$ cat config.mk
export PLATFORM = sky130hd
export DESIGN_NAME = sensor_display_scanner
export DESIGN_NICKNAME = d
export VERILOG_FILES = /design/src/rtl/sensor_display_scanner.sv
export SDC_FILE = /design/constraint.sdc
export NUM_CORES = 1
export LEC_CHECK = 0
export ABC_CLOCK_PERIOD_IN_PS = 11600
export CORE_MARGIN = 8
export CORE_UTILIZATION = 60
export DETAILED_ROUTE_END_ITERATION = 12
export PLACE_DENSITY = 0.83
export SYNTH_ARGS = -nofsm -noshare
export SYNTH_HDL_FRONTEND = slang
export SYNTH_SLANG_ARGS = --single-unit
$ cat constraint.sdc
create_clock -name CLK100MHZ -period 11.6 [get_ports CLK100MHZ]
set_input_delay 2.9 -clock CLK100MHZ [delete_from_list [all_inputs] [get_ports CLK100MHZ]]
set_output_delay 2.9 -clock CLK100MHZ [all_outputs]
set_load 0.1 [all_outputs]
$ cat src/rtl/sensor_display_scanner.sv
// Multi-channel sensor word capture with a multiplexed active-low hex 7-seg display.
// Optional stale-data marking is enabled by defining SENSOR_DISP_STALE_EN.
module sensor_display_scanner #(
    parameter int NUM_CH        = 2,
    parameter int DATA_W        = 24,
    parameter int NUM_DIGITS    = 8,
    parameter int SCAN_DIV      = 100000,
    parameter int ROTATE_CYCLES = 200000000,
    parameter int STALE_CYCLES  = 50000000
) (
    input  logic                                        CLK100MHZ,
    input  logic                                        reset,
    input  logic [NUM_CH*DATA_W-1:0]                    ch_data,
    input  logic [NUM_CH-1:0]                           ch_valid,
    input  logic                                        btn_next,
    output logic [6:0]                                  seg,
    output logic                                        dp,
    output logic [NUM_DIGITS-1:0]                       an,
    output logic [((NUM_CH > 1) ? $clog2(NUM_CH) : 1)-1:0] cur_ch
);

    localparam int CH_W  = (NUM_CH > 1) ? $clog2(NUM_CH) : 1;
    localparam int HEX_N = (DATA_W + 3) / 4;
    localparam int PAD_W = HEX_N * 4;
    localparam int DIV_W = (SCAN_DIV > 1) ? $clog2(SCAN_DIV) : 1;
    localparam int DIG_W = (NUM_DIGITS > 1) ? $clog2(NUM_DIGITS) : 1;
    localparam int ROT_W = (ROTATE_CYCLES > 1) ? $clog2(ROTATE_CYCLES) : 1;

    function automatic logic [6:0] hex7(input logic [3:0] n);
        case (n)
            4'h0: return 7'h40;
            4'h1: return 7'h79;
            4'h2: return 7'h24;
            4'h3: return 7'h30;
            4'h4: return 7'h19;
            4'h5: return 7'h12;
            4'h6: return 7'h02;
            4'h7: return 7'h78;
            4'h8: return 7'h00;
            4'h9: return 7'h10;
            4'hA: return 7'h08;
            4'hB: return 7'h03;
            4'hC: return 7'h46;
            4'hD: return 7'h21;
            4'hE: return 7'h06;
            default: return 7'h0E;
        endcase
    endfunction

    logic [DATA_W-1:0] r_shadow [NUM_CH];
    logic [DATA_W-1:0] r_frame;
    logic [CH_W-1:0]   r_fch;
    logic [CH_W-1:0]   r_cur;
    logic [DIV_W-1:0]  r_div;
    logic [DIG_W-1:0]  r_dig;
    logic              r_btn_s1, r_btn_s2, r_btn_d;
    logic [6:0]        r_seg;
    logic              r_dp;
    logic [NUM_DIGITS-1:0] r_an;

    logic              w_btn_rise;
    logic              w_rot_wrap;
    logic              w_div_wrap;
    logic              w_frame_start;
    logic              w_stale;
    logic [PAD_W-1:0]  w_frame_pad;
    logic [3:0]        w_nib;
    logic [6:0]        w_seg_nx;
    logic              w_dp_nx;
    logic [NUM_DIGITS-1:0] w_an_nx;

    assign w_btn_rise    = r_btn_s2 & ~r_btn_d;
    assign w_div_wrap    = (r_div == DIV_W'(SCAN_DIV - 1));
    assign w_frame_start = w_div_wrap && (r_dig == DIG_W'(NUM_DIGITS - 1));

    always_ff @(posedge CLK100MHZ or posedge reset) begin
        if (reset) begin
            for (int k = 0; k < NUM_CH; k++) r_shadow[k] <= '0;
        end else begin
            for (int k = 0; k < NUM_CH; k++)
                if (ch_valid[k]) r_shadow[k] <= ch_data[k*DATA_W +: DATA_W];
        end
    end

    always_ff @(posedge CLK100MHZ or posedge reset) begin
        if (reset) begin
            r_btn_s1 <= 1'b0;
            r_btn_s2 <= 1'b0;
            r_btn_d  <= 1'b0;
        end else begin
            r_btn_s1 <= btn_next;
            r_btn_s2 <= r_btn_s1;
            r_btn_d  <= r_btn_s2;
        end
    end

    // A button edge also restarts the rotate interval so the new channel gets a full dwell.
    generate
        if (ROTATE_CYCLES != 0) begin : g_rot
            logic [ROT_W-1:0] r_rot;
            assign w_rot_wrap = (r_rot == ROT_W'(ROTATE_CYCLES - 1));
            always_ff @(posedge CLK100MHZ or posedge reset) begin
                if (reset)
                    r_rot <= '0;
                else if (w_btn_rise || w_rot_wrap)
                    r_rot <= '0;
                else
                    r_rot <= r_rot + 1'b1;
            end
        end else begin : g_norot
            assign w_rot_wrap = 1'b0;
        end
    endgenerate

    always_ff @(posedge CLK100MHZ or posedge reset) begin
        if (reset)
            r_cur <= '0;
        else if (w_btn_rise || w_rot_wrap)
            r_cur <= (r_cur == CH_W'(NUM_CH - 1)) ? '0 : r_cur + 1'b1;
    end

    always_ff @(posedge CLK100MHZ or posedge reset) begin
        if (reset) begin
            r_div   <= '0;
            r_dig   <= '0;
            r_frame <= '0;
            r_fch   <= '0;
        end else begin
            r_div <= w_div_wrap ? '0 : r_div + 1'b1;
            if (w_div_wrap)
                r_dig <= (r_dig == DIG_W'(NUM_DIGITS - 1)) ? '0 : r_dig + 1'b1;
            if (w_frame_start) begin
                r_frame <= r_shadow[r_cur];
                r_fch   <= r_cur;
            end
        end
    end

`ifdef SENSOR_DISP_STALE_EN
    localparam int AGE_W = $clog2(STALE_CYCLES + 1);
    logic [AGE_W-1:0] r_age [NUM_CH];
    logic             r_stale;

    always_ff @(posedge CLK100MHZ or posedge reset) begin
        if (reset) begin
            for (int k = 0; k < NUM_CH; k++) r_age[k] <= '0;
            r_stale <= 1'b0;
        end else begin
            for (int k = 0; k < NUM_CH; k++) begin
                if (ch_valid[k])
                    r_age[k] <= '0;
                else if (r_age[k] != AGE_W'(STALE_CYCLES))
                    r_age[k] <= r_age[k] + 1'b1;
            end
            if (w_frame_start)
                r_stale <= (r_age[r_cur] == AGE_W'(STALE_CYCLES));
        end
    end
    assign w_stale = r_stale;
`else
    assign w_stale = 1'b0;
`endif

    assign w_frame_pad = PAD_W'(r_frame);
    assign w_nib       = 4'(w_frame_pad >> {r_dig, 2'b00});

    always_comb begin
        w_an_nx        = '1;
        w_an_nx[r_dig] = 1'b0;
        w_seg_nx       = 7'h7F;
        w_dp_nx        = 1'b1;
        if (r_dig < DIG_W'(HEX_N)) begin
            w_seg_nx = w_stale ? 7'h3F : hex7(w_nib);
        end else if (r_dig == DIG_W'(NUM_DIGITS - 1)) begin
            w_seg_nx = hex7(4'(r_fch));
            w_dp_nx  = 1'b0;
        end
    end

    // Anode, segment and dp registers share one edge so no ghosting between digits.
    always_ff @(posedge CLK100MHZ or posedge reset) begin
        if (reset) begin
            r_seg <= 7'h7F;
            r_dp  <= 1'b1;
            r_an  <= '1;
        end else begin
            r_seg <= w_seg_nx;
            r_dp  <= w_dp_nx;
            r_an  <= w_an_nx;
        end
    end

    assign seg    = r_seg;
    assign dp     = r_dp;
    assign an     = r_an;
    assign cur_ch = r_cur;

endmodule

==> impl_metrics.yaml, run 1 <==
final_layout:
  multi_input_area_um2: 2560
  area_growth_pct: 21.5
  nets: 667
  seqCellArea_um2: 3550
  fillers: 695
  design_area_um2: 7620
  antenna_cells: 0
  drive_gt1_frac: 0.182
grt:
  gr-max-usage-layer: "met2"
  antenna_found_initial: 0
  gr-usage-met1: 0.221
  grtUsageTotal: 0.190
  grt_overflow: 0
  grt_pass1_vias: 4552
  grt_pass1_wl_um: 21400
  met2_usage: 0.315
  grt_max_degree: 93
  use_met3: 0.0509
routing:
  drt-total-wl_um: 12500
  viasPerCell: 5.59
  drc: 0
  vias: 4204
  drt_iter0_drc: 346
  ant_nets: 0
  wl_per_cell_um: 16.6
  first_pass_iters: 4
clocking:
  path_clk_slew_ns: 0.06
  cts_max_path_buffers: 2
  post_cts_buffers: 0
  clkLatencyLatePin_ns: 0.53
  clock_sinks: 141
  cts_tree: "done"
  holdBufCountCts: 0
  clock_tree.root_cell: "clkbuf_8"
  h-tree-depth: 4
  tritoncts.num_buffers: 17
  cts_resized: 0
timing:
  fin_ws_ns: 6.52
  final-max-slew-violation-count: 0
  tightestPinTransition_ns: 1.15
  clock.fmax_mhz: 197
  max-slew-margin-rel: 0.234
  min_period_ns: 5.08
  setup_tns_ns: 0
  hold_ws_ns: 0.355
  finClkSkew_ns: 0.00635
  timing.final.hold_violations: 0
  rsz0062_at_grt: "false"
  finalCritPeriodShare: 0.438
  finalSetupViolCount: 0
setup_path:
  timing.rr.start: "r_dig[2]"
  arrival_ns: 2.18
  path_buf_inv: 1
  crit_path_start: "seg[2]"
  crit_type: "reg2out"
  cp_max_fo: 1
  cp_slowest_stage_delay_ns: 1.13
  slowest_stage: "clkdlybuf4s50_1"
  worstSetupStartpointType: "flip-flop"
  critPathCaptureType: "output pin"
  cp.required_ns: 8.70
  cp_cell_sequence: "clkdlybuf4s50_1"
  critPathTopFamily: "buffers and inverters"
outcome:
  outcome: "complete, no violations"
flow_run:
  drv_cap: 0
logic_synthesis:
  synth_warnings: 0
  synth_area_leaders: "dfrtp_1 50%, mux2_2 9.7%, dfstp_2 6.7%, mux2i_1 4.6%, xor2_1 4.0%"
  seq_area_frac_synth: 0.565
  synth_edf_count: 0
  synth_top_area_share: 0.498
  synth-seq-cells: 141
  synth_nets: 601
  yosysMostFrequentCell: "dfrtp_1"
  synth_cells: 538
  synth_area_leader_cell: "dfrtp_1"
  synthArstFlopShare: 1.00
  ys_top_cells_by_count: "125 x dfrtp_1, 54 x mux2_2, 52 x nor2_1"
  yosysUniqueCellTypes: 47
  synthesis.area_um2: 6280
  synth_ff_type: "dfrtp_1"
  syn_avg_cell_area_um2: 11.7
power:
  power_density_nw_per_um2: 157
  switching_share: 0.246
  clockPowerShare: 0.437
  switchingPower_w: 0.000294
  pwr-share-comb: 0.118
  intPower_w: 0.000901
  vdd_ir_drop_max_mv: 0.118
  p_leak_nw: 3.38
  power_frac_seq: 0.445
floorplanning:
  die_w_um: 118
  fp.dieArea_um2: 14000
  die_y_um: 118
  core_area_um2: 10200
  rows: 37
  start_util: 0.613
  io_pins: 70
place:
  dpl.hpwl_um: 8520
  place_ws_ns: 6.71
  io_buffers: 69
  dpl_cell_area_um2: 7040
  place.gp.congestion: 0.860
worst_hold_path:
  worstHoldStart: "r_btn_s1"
  hp-class: "reg2reg"
## sequential cells by signal, summed over array words and instances, names as in the netlist, 3 cells and up
signal	flops
an	8
g_rot.r_rot	28
r_dig	3
r_div	17
r_frame	24
r_shadow	48
seg	7
## cell type report
type / count / share of cell area
flip-flops and latches: 141 / 0.465
multi-input cells: 360 / 0.336
clock inverters: 12 / 0.0184
repair buffers: 72 / 0.0935
well taps: 136 / 0.0223
inverters: 12 / 0.00656
clock buffers: 19 / 0.0579
## cell usage in the layout, fill, tap and decap left out, drive strengths merged, types with 2 or more instances in the layout
cell,Yosys,layout
mux2i,29,29
clkbuf,18,19
ha,10,10
and2,3,3
nor2,52,52
nor4,3,3
dfstp,16,16
buf,7,3
and3,7,7
a31oi,3,3
nand3,25,25
clkinv,0,3
nor3,3,3
clkinvlp,0,6
clkdlybuf4s50,0,69
dfrtp,125,125
nand2,51,51
nand2b,3,3
and4,4,4
or4b,2,2
mux4,2,2
mux2,55,55
o21ai,31,31
a2bb2oi,3,3
inv,12,13
nand4,11,11
bufinv,0,2
xnor2,12,12
xor2,29,29
nor2b,3,3
a21oi,5,5
nor4b,2,2
## per-stage QoR
step                power (W)   util  instances
CTS                   0.00121  0.745        752
global placement     0.000676  0.688        721
floorplan            0.000637      -        538
detailed placement   0.000682  0.688        721
finish                0.00119  0.745        752
global route          0.00124  0.745        752
## path summary, 6_finish.rpt
path                       slack, ns  cells after the start              end
hold reg to reg                 0.35                      0         r_btn_s2
max in group asynchronous       7.34                      3  g_rot.r_rot[11]
setup / recovery                6.52                      1           seg[2]
setup reg to reg                8.59                      8           seg[3]
min in group asynchronous       2.77                      2     r_shadow[11]
hold / removal                  0.35                      0         r_btn_s2
## layer usage
| layer | wire length [µm] | share of wire |
|---|---|---|
| met1 | 5300 | 0.43 |
| met4 | 314 | 0.025 |
| met3 | 498 | 0.040 |
| met2 | 6350 | 0.51 |
| met5 | 0 | 0 |
## kinds of logic after synthesis
kind of cell	Yosys count	share of synthesized area
XOR/XNOR	41	0.0572
buffers and inverters	37	0.0267
flip-flops	141	0.565
AO/OA/AOI/OAI	50	0.0471
AND/OR/NAND/NOR	173	0.131
multiplexers	86	0.153
adder cells (fa/ha/maj)	10	0.0199
## power groups by stage
stage / Sequential (W) / Combinational [W] / Clock (W)
after floorplan: 0.000549 / 0.0000877 / 0
after global placement: 0.000538 / 0.000138 / 0
after detailed placement: 0.000540 / 0.000142 / 0
after CTS: 0.000532 / 0.000143 / 0.000531
after global routing: 0.000535 / 0.000152 / 0.000550
final: 0.000532 / 0.000140 / 0.000522
## worst reg2reg max path, cell delays in order (launching register included)
cell and delay (ns):
dfrtp_1 0.66, mux2_2 0.39, nand2_1 0.07, o21ai_0 0.13, a2bb2oi_1 0.57, inv_1 0.19
ha_1 0.30, mux4_2 0.46, a21o_1 0.19
No activity file was read; power rests on OpenSTA's default activity.
==> run 2, diff against run 1 <==
- ABC_CLOCK_PERIOD_IN_PS: 11600 -> 4650
- CORE_UTILIZATION: 60 -> 51
- PLACE_DENSITY: 0.83 -> 0.75
- clock period: 11.6 -> 4.65 ns (I/O delays scaled with it)
==> run 2 against run 1 <==
Effect of this change:
- global-route usage is 2.2 points lower
- critical path type unchanged
- largest power group unchanged
- power rose to 2.5 times the previous value
- sequential power rose to 2.5 times the previous value
- first-iteration DRC count decreased by 12%
- non-clock buffer count up 1
- worst hold slack gained 0.015 ns
- clock skew grew 0.0066 ns
- via count down 0.59%
- sequential cell count stayed put
- register-to-register slack got worse by 6.9 ns
- critical path depth unchanged
- critical endpoint is now an[1]
- setup slack worse by 5.1 ns
==> impl_metrics.yaml, run 2 (synthesis gave the netlist of run 1 again) <==
outcome:
  outcome: "complete, no violations"
final_layout:
  design_area_um2: 7660
  drive_gt1_frac: 0.183
  area_growth_pct: 22.0
  largest_reg_flops: 48
  mostFrequentLayoutCell: "dfrtp_1"
  antenna_cells: 0
  fin_util: 0.638
  largest-register: "r_shadow"
  reg_top3: "r_shadow x48, g_rot.r_rot x28, r_frame x24"
  nets: 668
  mostFrequentLayoutCells: "125 x dfrtp_1, 68 x clkdlybuf4s50_1, 54 x mux2_2"
power:
  switching_share: 0.237
  vdd_ir_drop_max_mv: 0.263
  switchingPower_w: 0.000712
  power_frac_seq: 0.443
  clockPowerShare: 0.440
  pwr-share-comb: 0.117
  p_leak_nw: 3.41
  intPower_w: 0.00229
  power_density_nw_per_um2: 391
clocking:
  path_clk_slew_ns: 0.06
  holdBufCountCts: 0
  post_cts_buffers: 0
  cts_max_path_buffers: 2
  tritoncts.num_buffers: 17
  clkLatencyLatePin_ns: 0.42
  h-tree-depth: 4
  clock_tree.root_cell: "clkbuf_16"
  clock_sinks: 141
  cts_tree: "done"
  cts_resized: 0
flow_run:
  drv_cap: 0
timing:
  clock.fmax_mhz: 309
  timing.final.hold_violations: 0
  max-slew-margin-rel: 0.228
  final-max-slew-violation-count: 0
  finalSetupViolCount: 0
  rsz0062_at_grt: "false"
  fin_ws_ns: 1.42
  setup_tns_ns: 0
  finClkSkew_ns: 0.0130
  tightestPinTransition_ns: 1.15
  finalCritPeriodShare: 0.695
  min_period_ns: 3.23
  hold_ws_ns: 0.370
grt:
  antenna_found_initial: 0
  grt_overflow: 0
  grt_max_degree: 70
  grtUsageTotal: 0.168
  grt_pass1_wl_um: 21700
  grt_pass1_vias: 4561
routing:
  vias: 4179
  drc: 0
  drt_iter0_drc: 303
  first_pass_iters: 4
  wl_per_cell_um: 16.1
  ant_nets: 0
  drt-total-wl_um: 12300
  viasPerCell: 5.46
setup_path:
  path_buf_inv: 1
  worstSetupStartpointType: "flip-flop"
  cp_slowest_stage_delay_ns: 1.13
  cp.required_ns: 3.49
  cp_max_fo: 1
  arrival_ns: 2.07
  critPathTopFamily: "buffers and inverters"
  slowest_stage: "clkdlybuf4s50_1"
  cp_cell_sequence: "clkdlybuf4s50_1"
  crit_type: "reg2out"
  critPathCaptureType: "output pin"
floorplanning:
  rows: 40
  core_area_um2: 12000
  io_pins: 70
  die_w_um: 127
  die_y_um: 127
  start_util: 0.522
  fp.dieArea_um2: 16100
place:
  dpl.hpwl_um: 8500
  place.gp.congestion: 0.851
  place_ws_ns: 1.68
  dpl_cell_area_um2: 7070
  io_buffers: 69
worst_hold_path:
  hp-class: "reg2reg"
[run 2: cell count changes in the layout (fill, tap and decap cells not counted), moves of 2 or more]
cell        before  now
clkbuf_1         0    2
clkinv_4         3    1
clkinv_2         0    4
clkinvlp_4       6    3
[run 2: final timing paths]
check	to	slack [ns]	startpoint	cells past startpoint
setup / recovery	an[1]	1.42	an[1]	1
hold / removal	r_btn_s2	0.37	r_btn_s1	0
setup reg to reg	seg[3]	1.73	r_dig[2]	8
hold reg to reg	r_btn_s2	0.37	r_btn_s1	0
max in group asynchronous	r_shadow[14]	2.50	reset	3
min in group asynchronous	g_rot.r_rot[19]	1.18	reset	2
[run 2: cell type report]
type                    count  area [µm²]
multi-input cells         360        2560
fillers                   922        4350
inverters                  12        48.8
clock buffers              22         474
flip-flops and latches    141        3550
well taps                 147         184
repair buffers             73         731
clock inverters            10         113
[run 2: per-layer routing]
layer / GRT usage / vias up / wire (µm)
met5: 0 / - / 0
li1: - / 1994 / -
met1: 0.198 / 2078 / 5240
met4: 0.0728 / 0 / 163
met2: 0.280 / 94 / 6320
met3: 0.0499 / 13 / 594
[run 2: through the flow]
step,cells,power (W)
floorplan,538,0.00159
global placement,733,0.00169
detailed placement,733,0.00170
CTS,765,0.00303
global route,765,0.00312
finish,765,0.00300
[run 2: power by group through the flow]
stage	combinational [W]	clock (W)	sequential [W]
2_1_floorplan	0.000219	0	0.00137
3_3_place_gp	0.000347	0	0.00134
3_5_place_dp	0.000355	0	0.00135
4_1_cts	0.000359	0.00134	0.00133
5_1_grt	0.000382	0.00140	0.00133
6_report	0.000350	0.00132	0.00133
==> run 3, diff against run 2 <==
- ABC_CLOCK_PERIOD_IN_PS: 4650 -> 2610
- clock period: 4.65 -> 2.61 ns (I/O delays scaled with it)
==> run 3 against run 2 <==
Effect of this change:
- worst hold slack worse by 0.023 ns
- combinational power is 77% higher
- setup slack worse by 1.2 ns
- clock power is 61% higher
- largest power group unchanged
- highest routed layer unchanged
==> impl_metrics.yaml, run 3 (synthesis gave the netlist of run 1 again) <==
timing:
  timing.final.hold_violations: 0
  hold_ws_ns: 0.347
  finalSetupViolCount: 0
  finClkSkew_ns: 0.00906
  setup_tns_ns: 0
  rsz0062_at_grt: "false"
  min_period_ns: 2.44
  tightestPinTransition_ns: 0.738
  clock.fmax_mhz: 410
  finalCritPeriodShare: 0.933
  final-max-slew-violation-count: 0
  max-slew-margin-rel: 0.508
setup_path:
  cp_max_fo: 9
  slowest_stage: "dfrtp_1"
  reg2reg_depth: 8
  critPathCaptureType: "flip-flop"
  worst_r2r_endpoint: "seg[3]"
  arrival_ns: 2.78
  cp_slowest_stage_delay_ns: 0.50
  crit_type: "reg2reg"
  r2r_slack_ns: 0.17
  timing.rr.start: "r_dig[2]"
  worstSetupStartpointType: "flip-flop"
  cp.required_ns: 2.95
  cp_cell_sequence: "mux2_2 > nand2_1 > o21ai_0 > a2bb2oi_1 > inv_1 > ha_1 > mux4_2 > a21o_1"
routing:
  wl_per_cell_um: 16.6
  first_pass_iters: 4
  vias: 4264
  drc: 0
  viasPerCell: 5.49
  drt-total-wl_um: 12900
  ant_nets: 0
  drt_iter0_drc: 315
final_layout:
  antenna_cells: 0
  largest-register: "r_shadow"
  largest_reg_flops: 48
  nets: 679
  fin_util: 0.638
  drive_gt1_frac: 0.224
  reg_top3: "r_shadow x48, g_rot.r_rot x28, r_frame x24"
  mostFrequentLayoutCell: "dfrtp_1"
  mostFrequentLayoutCells: "124 x dfrtp_1, 54 x mux2_2, 52 x nor2_1, 52 x clkdlybuf4s50_1, 50 x nand2_1"
  area_growth_pct: 22.0
floorplanning:
  die_w_um: 127
  core_area_um2: 12000
  fp.dieArea_um2: 16100
  die_y_um: 127
  rows: 40
  io_pins: 70
  start_util: 0.522
clocking:
  clock_sinks: 141
  tritoncts.num_buffers: 17
  path_clk_slew_ns: 0.06
  h-tree-depth: 4
  holdBufCountCts: 0
  clock_tree.root_cell: "clkbuf_16"
  cts_tree: "done"
  clkLatencyLatePin_ns: 0.42
  cts_max_path_buffers: 2
grt:
  grtUsageTotal: 0.170
  grt_overflow: 0
  grt_pass1_wl_um: 21800
  grt_max_degree: 95
  grt_pass1_vias: 4459
  antenna_found_initial: 0
worst_hold_path:
  holdPathEnd: "r_btn_s2"
  worstHoldStart: "r_btn_s1"
  whs_path_depth: 0
  hp-class: "reg2reg"
outcome:
  outcome: "complete, no violations"
power:
  p_leak_nw: 3.46
  power_density_nw_per_um2: 673
  vdd_ir_drop_max_mv: 0.445
flow_run:
  drv_cap: 0
place:
  io_buffers: 69
  dpl.hpwl_um: 9070
  place.gp.congestion: 0.863
run 3: changes by cell type in the layout (fill, tap and decap cells not counted), moves of 2 or more:
| cell | delta |
|---|---|
| buf_4 | +25 |
| clkinv_2 | +4 |
| bufinv_16 | -2 |
| clkbuf_8 | -2 |
| clkdlybuf4s50_1 | -16 |
| buf_12 | +2 |
run 3: worst max-delay path by stage:
stage | from | end | slack [ns] | depth (start not counted)
6_report | r_dig[2] | seg[3] | 0.17 | 8
5_1_grt | r_dig[2] | seg[3] | 0.01 | 8
4_1_cts | r_dig[0] | seg[3] | 0.12 | 8
3_5_place_dp | r_dig[0] | seg[3] | 0.15 | 8
3_3_place_gp | r_dig[0] | seg[3] | 0.29 | 8
2_1_floorplan | r_dig[2] | seg[3] | 0.004 | 9
run 3: report_power, final:
group          total [W]  internal [W]  switching [W]
logic           0.000618      0.000321       0.000298
registers        0.00241       0.00229       0.000117
clock network    0.00212       0.00123       0.000897
run 3: layout make-up:
cell class	instances	area, µm²
repair buffers	84	798
multi-input cells	360	2560
flip-flops and latches	141	3550
inverters	12	48.8
clock buffers	20	447
well taps	147	184
clock inverters	12	72.6
fillers	933	4350
run 3: per-layer routing:
layer | routed length (µm) | GRT usage | up-vias
met4 | 157 | 0.0672 | 0
met2 | 6570 | 0.277 | 85
met1 | 5650 | 0.207 | 2143
met5 | 0 | 0 | -
li1 | - | - | 2020
met3 | 523 | 0.0515 | 16
run 3: what timing repair did:
item / 4_1_cts / 5_1_grt
gates resized for setup: 0 / 1
endpoints found under the setup margin: 0 / 1
setup buffers: 0 / 0
run 3: critical path, delay by kind of cell, from the launching register on:
| kind | cells | cell delay (ns) |
|---|---|---|
| AND/OR/NAND/NOR | 1 | 0.07 |
| multiplexers | 2 | 0.83 |
| AO/OA/AOI/OAI | 3 | 0.58 |
| buffers and inverters | 1 | 0.13 |
| adder cells (fa/ha/maj) | 1 | 0.26 |
| flip-flops | 1 | 0.50 |
run 3: through the flow:
step           worst slack, ns  instance area, µm²  std cells  power [W]
2_1_floorplan          0.00443                6280        538    0.00283
3_3_place_gp             0.291                7140        744    0.00306
3_5_place_dp             0.154                7140        744    0.00307
4_1_cts                  0.123                7660        776    0.00521
5_1_grt                 0.0109                7660        776    0.00537
6_report                 0.174                7660        776    0.00515
